[src/rtl/mem_access_unit_if.sv]
// Bundle of the upstream accept, data-memory and writeback signals around mem_access_unit.
// The unit connects through the slave modport; the environment drives through master.
interface mem_access_unit_if #(
    parameter int DATA_W = 32,
    parameter int ADDR_W = 32
);
    logic              in_valid;
    logic              in_ready;
    logic              mem_read;
    logic              mem_write;
    logic              mem_to_reg;
    logic              reg_write;
    logic [DATA_W-1:0] alu_result;
    logic [DATA_W-1:0] store_data;
    logic [4:0]        dest_reg;
    logic              dmem_req;
    logic              dmem_we;
    logic [ADDR_W-1:0] dmem_addr;
    logic [DATA_W-1:0] dmem_wdata;
    logic              dmem_ack;
    logic [DATA_W-1:0] dmem_rdata;
    logic              wb_valid;
    logic              wb_reg_write;
    logic [4:0]        wb_dest;
    logic [DATA_W-1:0] wb_data;

    modport slave (
        input  in_valid, mem_read, mem_write, mem_to_reg, reg_write,
               alu_result, store_data, dest_reg, dmem_ack, dmem_rdata,
        output in_ready, dmem_req, dmem_we, dmem_addr, dmem_wdata,
               wb_valid, wb_reg_write, wb_dest, wb_data
    );

    modport master (
        output in_valid, mem_read, mem_write, mem_to_reg, reg_write,
               alu_result, store_data, dest_reg, dmem_ack, dmem_rdata,
        input  in_ready, dmem_req, dmem_we, dmem_addr, dmem_wdata,
               wb_valid, wb_reg_write, wb_dest, wb_data
    );
endinterface

[src/rtl/mem_access_unit.sv]
// Memory-access stage: takes one decoded instruction, performs at most one data-memory
// access over a req/ack handshake with timeout, then emits a single writeback beat.
module mem_access_unit #(
    parameter int DATA_W  = 32,
    parameter int ADDR_W  = 32,
    parameter int TIMEOUT = 16
) (
    input  logic             clk,
    input  logic             rst_n,
    mem_access_unit_if.slave bus,
    input  logic             err_clr,
    output logic             err_align,
    output logic             err_timeout,
    output logic             err_ctl
);
    localparam int CNT_W = $clog2(TIMEOUT + 1);

    typedef enum logic [1:0] {IDLE, MEM, WB} state_t;

    state_t             state, next_state;
    logic [CNT_W-1:0]   cnt;
    logic               ok_p0;
    logic [DATA_W-1:0]  alu_p0, wdata_p0, rdata_p1;
    logic [4:0]         dest_p0;
    logic               we_p0, m2r_p0, rw_p0;

    logic accept, is_mem, bad_ctl, misalign, tmo, busy;

    assign accept   = bus.in_valid && (state == IDLE);
    assign is_mem   = bus.mem_read ^ bus.mem_write;
    assign bad_ctl  = bus.mem_read & bus.mem_write;
    assign misalign = is_mem && (bus.alu_result[1:0] != 2'b00);
    // Ack takes priority over a timeout landing in the same cycle.
    assign tmo      = (state == MEM) && !bus.dmem_ack && (cnt == CNT_W'(TIMEOUT - 1));
    assign busy     = (state != IDLE);

    always_comb begin
        next_state   = state;
        bus.in_ready = 1'b0;
        bus.dmem_req = 1'b0;
        bus.wb_valid = 1'b0;
        unique case (state)
            IDLE: begin
                bus.in_ready = 1'b1;
                if (accept)
                    next_state = (is_mem && !misalign) ? MEM : WB;
            end
            MEM: begin
                bus.dmem_req = 1'b1;
                if (bus.dmem_ack || tmo)
                    next_state = WB;
            end
            WB: begin
                bus.wb_valid = 1'b1;
                next_state   = IDLE;
            end
            default: next_state = IDLE;
        endcase
    end

    always_ff @(posedge clk or negedge rst_n) begin
        if (!rst_n) begin
            state       <= IDLE;
            cnt         <= '0;
            ok_p0       <= 1'b0;
            err_align   <= 1'b0;
            err_timeout <= 1'b0;
            err_ctl     <= 1'b0;
        end else begin
            state       <= next_state;
            cnt         <= (state == MEM) ? cnt + CNT_W'(1) : '0;
            if (accept)
                ok_p0 <= !bad_ctl && !misalign;
            else if (tmo)
                ok_p0 <= 1'b0;
            err_align   <= (accept && misalign) | (err_align & ~err_clr);
            err_timeout <= tmo | (err_timeout & ~err_clr);
            err_ctl     <= (accept && bad_ctl) | (err_ctl & ~err_clr);
        end
    end

    // Capture stage: operands latched on accept, load data latched on ack.
    always_ff @(posedge clk) begin
        if (accept) begin
            alu_p0   <= bus.alu_result;
            wdata_p0 <= bus.store_data;
            dest_p0  <= bus.dest_reg;
            we_p0    <= bus.mem_write;
            m2r_p0   <= bus.mem_to_reg;
            rw_p0    <= bus.reg_write;
        end
        if ((state == MEM) && bus.dmem_ack)
            rdata_p1 <= bus.dmem_rdata;
    end

    // Data registers are not reset, so outputs are gated by state to read 0 out of reset.
    assign bus.dmem_we      = busy & we_p0;
    assign bus.dmem_addr    = busy ? alu_p0[ADDR_W-1:0] : '0;
    assign bus.dmem_wdata   = busy ? wdata_p0 : '0;
    assign bus.wb_reg_write = bus.wb_valid & ok_p0 & rw_p0;
    assign bus.wb_dest      = bus.wb_valid ? dest_p0 : 5'd0;
    assign bus.wb_data      = bus.wb_valid ? (m2r_p0 ? rdata_p1 : alu_p0) : '0;
endmodule
[src/flat_wrapper.sv]
// flat-port wrapper written by rule: the top's interface ports become plain ports
module mem_access_unit_flat 
#(
    parameter int DATA_W  = 32,
    parameter int ADDR_W  = 32,
    parameter int TIMEOUT = 16
)
  (clk, rst_n, err_clr, err_align, err_timeout, err_ctl, bus_in_valid, bus_mem_read, bus_mem_write, bus_mem_to_reg, bus_reg_write, bus_alu_result, bus_store_data, bus_dest_reg, bus_dmem_ack, bus_dmem_rdata, bus_in_ready, bus_dmem_req, bus_dmem_we, bus_dmem_addr, bus_dmem_wdata, bus_wb_valid, bus_wb_reg_write, bus_wb_dest, bus_wb_data);
  mem_access_unit_if #(.DATA_W(DATA_W), .ADDR_W(ADDR_W)) bus_i ();
  input  logic clk;
  input  logic rst_n;
  input  logic err_clr;
  output logic err_align;
  output logic err_timeout;
  output logic err_ctl;
  input wire logic [$bits(bus_i.in_valid)-1:0] bus_in_valid;
  input wire logic [$bits(bus_i.mem_read)-1:0] bus_mem_read;
  input wire logic [$bits(bus_i.mem_write)-1:0] bus_mem_write;
  input wire logic [$bits(bus_i.mem_to_reg)-1:0] bus_mem_to_reg;
  input wire logic [$bits(bus_i.reg_write)-1:0] bus_reg_write;
  input wire logic [$bits(bus_i.alu_result)-1:0] bus_alu_result;
  input wire logic [$bits(bus_i.store_data)-1:0] bus_store_data;
  input wire logic [$bits(bus_i.dest_reg)-1:0] bus_dest_reg;
  input wire logic [$bits(bus_i.dmem_ack)-1:0] bus_dmem_ack;
  input wire logic [$bits(bus_i.dmem_rdata)-1:0] bus_dmem_rdata;
  output wire logic [$bits(bus_i.in_ready)-1:0] bus_in_ready;
  output wire logic [$bits(bus_i.dmem_req)-1:0] bus_dmem_req;
  output wire logic [$bits(bus_i.dmem_we)-1:0] bus_dmem_we;
  output wire logic [$bits(bus_i.dmem_addr)-1:0] bus_dmem_addr;
  output wire logic [$bits(bus_i.dmem_wdata)-1:0] bus_dmem_wdata;
  output wire logic [$bits(bus_i.wb_valid)-1:0] bus_wb_valid;
  output wire logic [$bits(bus_i.wb_reg_write)-1:0] bus_wb_reg_write;
  output wire logic [$bits(bus_i.wb_dest)-1:0] bus_wb_dest;
  output wire logic [$bits(bus_i.wb_data)-1:0] bus_wb_data;
  assign bus_i.in_valid = bus_in_valid;
  assign bus_i.mem_read = bus_mem_read;
  assign bus_i.mem_write = bus_mem_write;
  assign bus_i.mem_to_reg = bus_mem_to_reg;
  assign bus_i.reg_write = bus_reg_write;
  assign bus_i.alu_result = bus_alu_result;
  assign bus_i.store_data = bus_store_data;
  assign bus_i.dest_reg = bus_dest_reg;
  assign bus_i.dmem_ack = bus_dmem_ack;
  assign bus_i.dmem_rdata = bus_dmem_rdata;
  assign bus_in_ready = bus_i.in_ready;
  assign bus_dmem_req = bus_i.dmem_req;
  assign bus_dmem_we = bus_i.dmem_we;
  assign bus_dmem_addr = bus_i.dmem_addr;
  assign bus_dmem_wdata = bus_i.dmem_wdata;
  assign bus_wb_valid = bus_i.wb_valid;
  assign bus_wb_reg_write = bus_i.wb_reg_write;
  assign bus_wb_dest = bus_i.wb_dest;
  assign bus_wb_data = bus_i.wb_data;
  mem_access_unit #(.DATA_W(DATA_W), .ADDR_W(ADDR_W), .TIMEOUT(TIMEOUT)) u_core (.clk(clk), .rst_n(rst_n), .bus(bus_i), .err_clr(err_clr), .err_align(err_align), .err_timeout(err_timeout), .err_ctl(err_ctl));
endmodule
[config.mk]
export PLATFORM = sky130hd
export DESIGN_NAME = mem_access_unit_flat
export DESIGN_NICKNAME = d
export VERILOG_FILES = /design/src/rtl/mem_access_unit_if.sv /design/src/rtl/mem_access_unit.sv /design/src/flat_wrapper.sv
export SDC_FILE = /design/constraint.sdc
export NUM_CORES = 1
export LEC_CHECK = 0
export BUFFER_PORTS_ARGS = -buffer_cell sky130_fd_sc_hd__buf_2
export CORE_MARGIN = 4
export CORE_UTILIZATION = 46
export CTS_CLUSTER_SIZE = 25
export DETAILED_ROUTE_END_ITERATION = 10
export GPL_ROUTABILITY_DRIVEN = 0
export PLACE_DENSITY_LB_ADDON = 0.15
export SYNTH_ARGS = -nofsm -noshare
export SYNTH_HDL_FRONTEND = slang
export SYNTH_SLANG_ARGS = --single-unit
[constraint.sdc]
create_clock -name clk -period 2.2 [get_ports clk]
set_input_delay 0.55 -clock clk [delete_from_list [all_inputs] [get_ports clk]]
set_output_delay 0.55 -clock clk [all_outputs]
set_load 0.02 [all_outputs]
==> run metrics, run 1 <==
status=finished, violations left; violations in the final reports=negative setup slack; antenna violations before repair=0; Syn Area/Cell=around 15 µm²; worst hold path depth=1; Worst Tran Pin Value=~0.30 ns; via count=around 3400; ys flop type=edfxtp_1; Final Max Tran Viols=0; arrival time at the worst endpoint=approximately 1.7 ns; Root Buffer=clkbuf_8; Synth Instances=between 300 and 400; Placed Area=~0.0059 mm²; Core Region=a little under 0.01 mm²; post-synthesis cell area=~0.0046 mm²; Worst Path Required=~1.7 ns; fin crit share=100.6%; hold_sp=bus_store_data[9]; Initial Util=roughly 47%; Crit. Startpoint=u_core.m2r_p0; Max Fanout on Critical Path=5; register area share after synthesis=about 73%; max cap viols=0; Final Skew=between 0.005 and 0.006 ns; max frequency=about 0.45 GHz; Final HPWL DP=between 8000 and 9000 µm; DRT Wirelength=13180 µm; Ys Warns=0; Num Clock Sinks=between 100 and 150; HP Class=input port to flop; fin area=roughly 0.0072 mm²; DR vias/cell=around 4.8; Period minus WS final=2.213 ns; clock tree buffer depth=2; number of port buffers=~220; CTS tree=built; RSZ-0062 raised after global routing=yes; Synth Register Bits=about 120; Worst R2R Path Depth=5; final setup TNS=-0.01268 ns; Setup crit end kind=output pin; # diodes=0; VDD IR max=between 0.5 and 0.6 mV; largest net degree at the start of global routing=24; post-synth cell types=31; final hold violation count=0; grt ovf=0; clk_lat worst skew=roughly 0.50 ns; # IOs=roughly 220; # setup viols final=1; Row Count=36; fraction of layout cells with a size suffix above 1=between 50% and 60%; Post-synth EDFFs=roughly 100; H-Tree Depth=4; Die ar.=between 0.01 and 0.015 mm²; final-stage net count=672; vias in the first global route=3366; first-pass GRT wire length=between 15000 and 20000 µm; clock-pin slew on the worst setup and hold paths=0.05 ns; Detail Route Antenna Nets=0; WL/cell=18.77 µm; Leak Pwr=3.262 nW; Max stage delay on crit path=around 0.4 ns; post-synth net total=415; crit start category=flop; Slew HR=approximately four fifths; CP max stage cell=edfxtp_1; Pre-Repair DR Iteration Count=4; Layout area overhead=55.38%; beginning of the worst register-to-register path=u_core.state[1]; DRC viols=0; Setup WS post-layout=-0.01268 ns; Async S/R FF share, synth=a little under a tenth; CP Class=flop to output pin; gr usage total=roughly a fifth; pwr/cell area=883.4 mW/mm²; DIE HEIGHT=108.5 µm; initial DRC count=around 140; Inserted Clock Buffers=17; CP cell instances=buf_12 > buf_6 > mux2i_1 > nor2_1 > buf_2; Die W=about 110 µm
## Yosys cell counts, drive strengths merged, types with 2 or more instances
| master | count | share of area, % |
|---|---|---|
| inv | 7 | 0.57 |
| nor2b | 65 | 8.7 |
| mux2i | 32 | 6.9 |
| edfxtp | 104 | 67 |
| a21o | 2 | 0.32 |
| buf | 13 | 2.0 |
| clkbuf | 2 | 0.32 |
| nand3 | 2 | 0.22 |
| nor2 | 37 | 3.1 |
| dfrtp | 11 | 5.9 |
| ha | 3 | 0.81 |
| and3 | 9 | 1.2 |
## cells by family (layout without fill, tap and decap cells)
logic type	after synthesis	after routing	synth area share (%)
flip-flops	115	115	73.09
AND/OR/NAND/NOR	118	118	14.24
multiplexers	32	32	6.889
buffers and inverters	22	289	2.852
adder cells (fa/ha/maj)	3	3	0.8074
XOR/XNOR	2	2	0.3768
AO/OA/AOI/OAI	10	10	1.749
## report_power, final
part	internal, mW	switching, mW	leakage, nW	total (mW)
Clock	1.56	0.825	0.255	2.38
Combinational	0.643	0.756	1.89	1.40
Sequential	2.55	0.0512	1.12	2.60
## metrics by stage
step                power, mW  setup slack (ns)  instances  hold WS, ns  utilization, %
finish                  6.382          -0.01268        702       0.2239           73.57
global route            6.643          -0.08531        702       0.1922           73.57
CTS                     6.109          0.005315        687       0.1986           66.99
detailed placement      3.650            0.3666        649       0.4291           60.56
global placement        3.631            0.4444        649       0.4274           60.56
floorplan               3.234            0.4200        302       0.2544               -
## sequential cells by signal, summed over array words and instances (netlist names)
name and cells:
u_core.we_p0 1, u_core.dest_p0 5, u_core.err_ctl 1, u_core.alu_p0 32, u_core.rw_p0 1, u_core.err_align 1
u_core.rdata_p1 32, u_core.cnt 5, u_core.m2r_p0 1, u_core.ok_p0 1, u_core.err_timeout 1, u_core.state 2
u_core.wdata_p0 32
## timing repair
| item | 4_1_cts | 5_1_grt |
|---|---|---|
| endpoints found under the setup margin | 97 | 98 |
| pin swaps | 1 | 2 |
| hold endpoints to repair | 11 | 0 |
| buffers inserted | 7 | 4 |
| resized for setup | 11 | 111 |
| gates cloned | 1 | 11 |
| hold buffers | 1 | 0 |
## per-layer routing
metal  vias to the layer above  routed length, µm  global-route usage [%]
met1                      1624               4849                   22.53
met4                         0                 82                   6.673
met3                         8               1377                   8.119
met5                         -                  0                       0
met2                       174               6865                   32.79
li1                       1589                  -                       -
## cells in the final DEF (no fill, tap or decap), types with 3 or more instances in the layout
cell / n
nor2b_2: 14
clkinv_2: 3
buf_2: 166
and3_1: 8
buf_6: 24
nor2_2: 7
buf_12: 8
clkinv_1: 5
buf_4: 44
dfrtp_1: 9
mux2i_1: 28
edfxtp_1: 104
nor2_1: 28
nor2b_1: 43
inv_1: 6
clkbuf_16: 24
nor2b_4: 8
mux2i_2: 3
ha_1: 3
## final timing paths
check,slack [ns],end
setup reg to reg,0.50,u_core.alu_p0[6]
min in group asynchronous,0.45,u_core.ok_p0
hold / removal,0.22,u_core.wdata_p0[9]
setup / recovery,-0.01,bus_wb_data[21]
hold reg to reg,0.46,u_core.cnt[0]
max in group asynchronous,1.53,u_core.state[1]
## worst max-delay path: cells and delay by family (launching register included)
family | cells | cell delay, ns
buffers and inverters | 3 | 0.50
flip-flops | 1 | 0.41
multiplexers | 1 | 0.12
AND/OR/NAND/NOR | 1 | 0.13
## cell type report
| cell class | count | area (µm²) |
|---|---|---|
| Timing Repair Buffer | 253 | 1844 |
| Fill cell | 669 | 2595 |
| Clock inverter | 10 | 93.84 |
| Inverter | 7 | 28.78 |
| Sequential cell | 115 | 3401 |
| Clock buffer | 19 | 421.7 |
| Multi-Input combinational cell | 165 | 1269 |
| Tap cell | 133 | 166.4 |
Power figures use the tool's default switching activity.
==> run 2, diff against run 1 <==
Settings changed: CTS_BUF_LIST from default to sky130_fd_sc_hd__clkbuf_4 sky130_fd_sc_hd__clkbuf_8 sky130_fd_sc_hd__clkbuf_16.
==> run metrics, run 2 (synthesis results as in run 1) <==
Reg power frac=40.6% (was 40.7%); Max Fanout on Critical Path=5 (unchanged); max frequency=0.4518 GHz (was 0.4519 GHz); largest net degree at the start of global routing=24 (unchanged); final-stage net count=672 (unchanged); beginning of the worst register-to-register path=u_core.state[1] (unchanged); Inserted Clock Buffers=17 (unchanged); status=finished, violations left (unchanged); vias in the first global route=3366 (unchanged); Layout area overhead=55.54% (was 55.38%); Worst Path Required=1.65 ns (about the same); CP endpoint=bus_wb_data[21] (unchanged); Leak Pwr=3.269 nW (was 3.262 nW); Worst R2R Path Depth=5 (unchanged); Setup WS post-layout=-0.01330 ns (was -0.01268 ns); Tot Pwr=6.408 mW (was 6.382 mW); HP Class=input port to flop (unchanged); Final HPWL DP=8260 µm (unchanged); Post-Layout Cell Count=702 (unchanged); grt ovf=0 (unchanged); clock power share=37.6% (was 37.3%); antenna violations before repair=0 (unchanged); Switching Fraction=25.48% (was 25.57%); DR vias/cell=4.793 (was 4.836); clock tree buffer depth=2 (unchanged); WL/cell=18.80 µm (was 18.77 µm); # IOs=219 (unchanged); gr usage total=19.51% (unchanged); Reg2Reg Capture Point=u_core.alu_p0[4] (was u_core.alu_p0[6]); Comb pwr share=21.8% (was 21.9%); Die ar.=0.01178 mm² (unchanged); Placed Cells=649 (unchanged); crit start category=flop (unchanged); # setup viols final=1 (unchanged); Crit. Startpoint=u_core.m2r_p0 (unchanged); fin util=73.65% (was 73.57%); arrival time at the worst endpoint=1.66 ns (about the same); Placed Area=0.005947 mm² (unchanged); clk_lat worst skew=0.50 ns (about the same); fin crit share=100.6% (about the same); first-pass GRT wire length=16950 µm (unchanged); Slew HR=79.67% (about the same); fin area=0.007232 mm² (was 0.007224 mm²); max cap viols=0 (unchanged); Pint=4.775 mW (was 4.750 mW); Core Region=0.009819 mm² (unchanged); Row Count=36 (unchanged); Setup crit end kind=output pin (unchanged); WHS=0.2218 ns (was 0.2239 ns); Period minus WS final=2.213 ns (about the same); Num Clock Sinks=115 (unchanged); pwr/cell area=886.0 mW/mm² (was 883.4 mW/mm²); H-Tree Depth=4 (unchanged); Worst Tran Pin Value=0.3042 ns (about the same); Detail Route Antenna Nets=0 (unchanged); DIE HEIGHT=108.5 µm (unchanged); final hold violation count=0 (unchanged); CP Class=flop to output pin (unchanged); GR Util met2=32.79% (unchanged); hold_sp=bus_store_data[9] (unchanged); fraction of layout cells with a size suffix above 1=56.06% (was 55.71%); DRT Wirelength=13200 µm (was 13180 µm); grt met1 use=22.53% (unchanged); busiest grt layer=met2 (unchanged); Pre-Repair DR Iteration Count=5 (was 4); Initial Util=47.35% (unchanged); CTS tree=built (unchanged); Final Skew=0.006502 ns (was 0.005783 ns); r2r setup slk=0.49 ns (was 0.50 ns); Largest regs=u_core.alu_p0: 32 flops, u_core.rdata_p1: 32 flops, u_core.wdata_p0: 32 flops (unchanged); violations in the final reports=negative setup slack (unchanged); # diodes=0 (unchanged); Final Max Tran Viols=0 (unchanged); Root Buffer=clkbuf_8 (unchanged); Die W=108.5 µm (unchanged); clock-pin slew on the worst setup and hold paths=0.05 ns (about the same); VDD IR max=0.5448 mV (was 0.5449 mV); initial DRC count=149 (was 139); leading cell type in the layout, fill and taps excluded=buf_2 (unchanged); sw power=1.633 mW (was 1.632 mW); most frequent cells in the layout=buf_2 (166), edfxtp_1 (104), buf_4 (44) (unchanged); via count=3365 (was 3395); number of port buffers=218 (unchanged); DRC viols=0 (unchanged); RSZ-0062 raised after global routing=yes (unchanged); met3 Usage GRT=8.119% (unchanged)
## run 2: cell counts in the layout (fill, tap and decap cells not counted)
No cell type changed its count.
## run 2: how the worst min path moves through the flow
stage	end	depth (start not counted)
final	u_core.wdata_p0[9]	1
after CTS	u_core.wdata_p0[4]	1
after floorplan	u_core.cnt[0]	0
after global routing	u_core.dest_p0[2]	1
after detailed placement	u_core.err_ctl	1
after global placement	u_core.err_ctl	1
## run 2: what timing repair did
item,in CTS,in global routing
buffers inserted,7,4
resized for setup,11,111
hold buffers,1,0
hold endpoints to repair,11,0
setup endpoints to repair,97,98
pin swaps,1,2
gates cloned,1,11
## run 2: metrics by stage
| stage | setup WS [ns] | TNS [ns] |
|---|---|---|
| after floorplan | 0.4200 | 0 |
| after global placement | 0.4444 | 0 |
| after detailed placement | 0.3666 | 0 |
| after CTS | 0.005316 | 0 |
| after global routing | -0.08428 | -1.202 |
| final | -0.01330 | -0.01330 |
## run 2: power groups by stage
stage,clock [mW],combinational [mW],sequential [mW]
finish,2.41,1.40,2.60
global route,2.57,1.48,2.61
CTS,2.46,1.08,2.60
detailed placement,0,1.01,2.64
global placement,0,0.999,2.63
floorplan,0,0.611,2.62
## run 2: layer usage
metal  share of wire [%]  up-vias
met5                   0        -
met1                  37     1601
li1                    -     1592
met2                  52      166
met3                  10        6
met4                0.53        0
## run 2: final cells by class
class,instances,area (µm²)
flip-flops and latches,115,3401
fillers,671,2587
multi-input cells,165,1269
inverters,7,28.78
well taps,133,166.4
clock inverters,10,93.84
clock buffers,19,429.2
repair buffers,253,1844
## run 2: critical path, stage by stage, from the launching register on
cell,delay (ns)
edfxtp_1,0.41
buf_12,0.16
buf_6,0.14
mux2i_1,0.13
nor2_1,0.13
buf_2,0.19
==> run 3, diff against run 2 <==
Settings changed: CAP_MARGIN from default to 20, CORE_MARGIN 4 to default.
Clock period 2.2 ns to 2.1 ns, I/O delays scaled along.
==> run metrics, run 3 (synthesis results as in run 1) <==
Final HPWL DP=7516 µm (was 8260 µm); RSZ-0062 raised after global routing=yes (unchanged); Pre-Repair DR Iteration Count=5 (unchanged); max frequency=0.4472 GHz; Layout area overhead=65.98% (was 55.54%); number of port buffers=218 (unchanged); Setup WS post-layout=-0.1363 ns (was -0.01330 ns); initial DRC count=179 (was 149); Final Skew=0.006325 ns (was 0.006502 ns); Slew HR=75.69% (was 79.67%); leading cell type in the layout, fill and taps excluded=buf_2 (unchanged); final hold violation count=0 (unchanged); DRT Wirelength=14600 µm (was 13200 µm); Row Count=36 (unchanged); crit start category=flop (unchanged); via count=3579 (was 3365); CTS tree=built (unchanged); Max Fanout on Critical Path=8 (was 5); Setup crit end kind=output pin (unchanged); final setup TNS=-7.936 ns (was -0.01330 ns); CP cell instances=buf_4 > buf_12 > mux2i_1 > nor2_1 > buf_4 (was buf_12 > buf_6 > mux2i_1 > nor2_1 > buf_2); Max stage delay on crit path=0.43 ns (was 0.41 ns); CP bufs+invs=3 (unchanged); Root Buffer=clkbuf_8 (unchanged); Worst Path Required=1.57 ns (was 1.65 ns); Initial Util=47.57% (was 47.35%); status=finished, violations left (unchanged); Leak Pwr=3.428 nW (was 3.269 nW); gr usage total=23.68% (was 19.51%); CP max stage cell=edfxtp_1 (unchanged); fin util=78.96% (was 73.65%); clk_lat worst skew=0.51 ns (was 0.50 ns); fill cell count=583 (was 671); clock-pin slew on the worst setup and hold paths=0.06 ns (was 0.05 ns); antenna violations before repair=1 (was 0); Worst Tran Pin Value=0.3638 ns (was 0.3042 ns); H-Tree Depth=4 (unchanged); Inserted Clock Buffers=17 (unchanged); fraction of layout cells with a size suffix above 1=59.72% (was 56.06%); Die W=102.5 µm (was 108.5 µm); DIE HEIGHT=102.5 µm (was 108.5 µm); crit-path most repeated cell=buf_4; Core Region=0.009774 mm² (was 0.009819 mm²); final-stage net count=677 (was 672); first-pass GRT wire length=17440 µm (was 16950 µm); Final Max Tran Viols=0 (unchanged); Die ar.=0.01051 mm² (was 0.01178 mm²); violations in the final reports=negative setup slack (unchanged); clock tree buffer depth=2 (unchanged); Tot Pwr=7.329 mW (was 6.408 mW); WHS=0.1836 ns (was 0.2218 ns); vias in the first global route=3399 (was 3366); Largest regs=u_core.alu_p0: 32 flops, u_core.rdata_p1: 32 flops, u_core.wdata_p0: 32 flops (unchanged); arrival time at the worst endpoint=1.71 ns (was 1.66 ns); Num Clock Sinks=115 (unchanged); max cap viols=0 (unchanged); largest net degree at the start of global routing=43 (was 24); WL/cell=20.56 µm (was 18.80 µm); fin area=0.007717 mm² (was 0.007232 mm²); CP Class=flop to output pin (unchanged); Detail Route Antenna Nets=0 (unchanged); DR vias/cell=5.041 (was 4.793); VDD IR max=0.5536 mV (was 0.5448 mV); Placed Area=0.005922 mm² (was 0.005947 mm²); DRC viols=0 (unchanged); pwr/cell area=949.6 mW/mm² (was 886.0 mW/mm²); delay-heaviest family, CP=buffers and inverters (unchanged); # IOs=219 (unchanged); HP Class=input port to flop (unchanged); fin crit share=106.5%; Period minus WS final=2.236 ns; # setup viols final=98 (was 1); most frequent cells in the layout=buf_2 (144), edfxtp_1 (104), buf_4 (47) (was buf_2 (166), edfxtp_1 (104), buf_4 (44)); grt ovf=0 (unchanged)
==> run 3: path summary, 6_finish.rpt <==
| kind | from | to | slack (ns) | cells after the start |
|---|---|---|---|---|
| max | u_core.m2r_p0 | bus_wb_data[1] | -0.14 | 5 |
| min | bus_alu_result[20] | u_core.alu_p0[20] | 0.18 | 1 |
| max reg2reg | u_core.state[1] | u_core.wdata_p0[27] | 0.23 | 6 |
| min reg2reg | u_core.cnt[0] | u_core.cnt[0] | 0.48 | 1 |
| max in group asynchronous | rst_n | u_core.state[1] | 1.44 | 2 |
| min in group asynchronous | rst_n | u_core.cnt[3] | 0.43 | 2 |
==> run 3: per-layer routing <==
layer  share of wire, %  GRT usage, %
met1                 36         25.88
met2                 54         40.72
met3                8.7         9.627
met4                1.1         10.11
met5              0.055             0
==> run 3: area by class of cell <==
class,count,area (µm²),share of cell area [%]
diodes,1,2.502,0.03243
clock buffers,19,429.2,5.561
clock inverters,12,163.9,2.124
inverters,7,31.28,0.4053
multi-input cells,166,1449,18.77
flip-flops and latches,115,3401,44.07
well taps,133,166.4,2.156
repair buffers,257,2074,26.88
==> run 3: stage by stage <==
stage               instances  setup WS [ns]
floorplan                 302         0.3238
global placement          644         0.3198
global route              709        -0.1979
detailed placement        644         0.2328
CTS                       698        -0.1277
finish                    710        -0.1363
==> run 3: worst reg2reg max path, cell delays in order (launching register included) <==
cell       delay [ns]
dfrtp_2          0.44
nor2_4           0.19
buf_12           0.17
clkbuf_16        0.18
buf_4            0.13
and2_4           0.17
buf_12           0.25
==> run 3: timing repair <==
item | CTS | global route
gates resized for setup | 48 | 162
pin swaps | 1 | 3
endpoints found under the hold margin | 11 | 0
buffers inserted | 15 | 4
hold buffers | 1 | 0
gates cloned | 7 | 9
endpoints found under the setup margin | 100 | 104
==> run 3: where the power goes <==
| group | leakage [nW] | internal, mW | switching [mW] |
|---|---|---|---|
| logic | 2.03 | 0.816 | 0.888 |
| registers | 1.12 | 2.67 | 0.0628 |
| clock network | 0.283 | 1.92 | 0.967 |
| total | 3.43 | 5.41 | 1.92 |
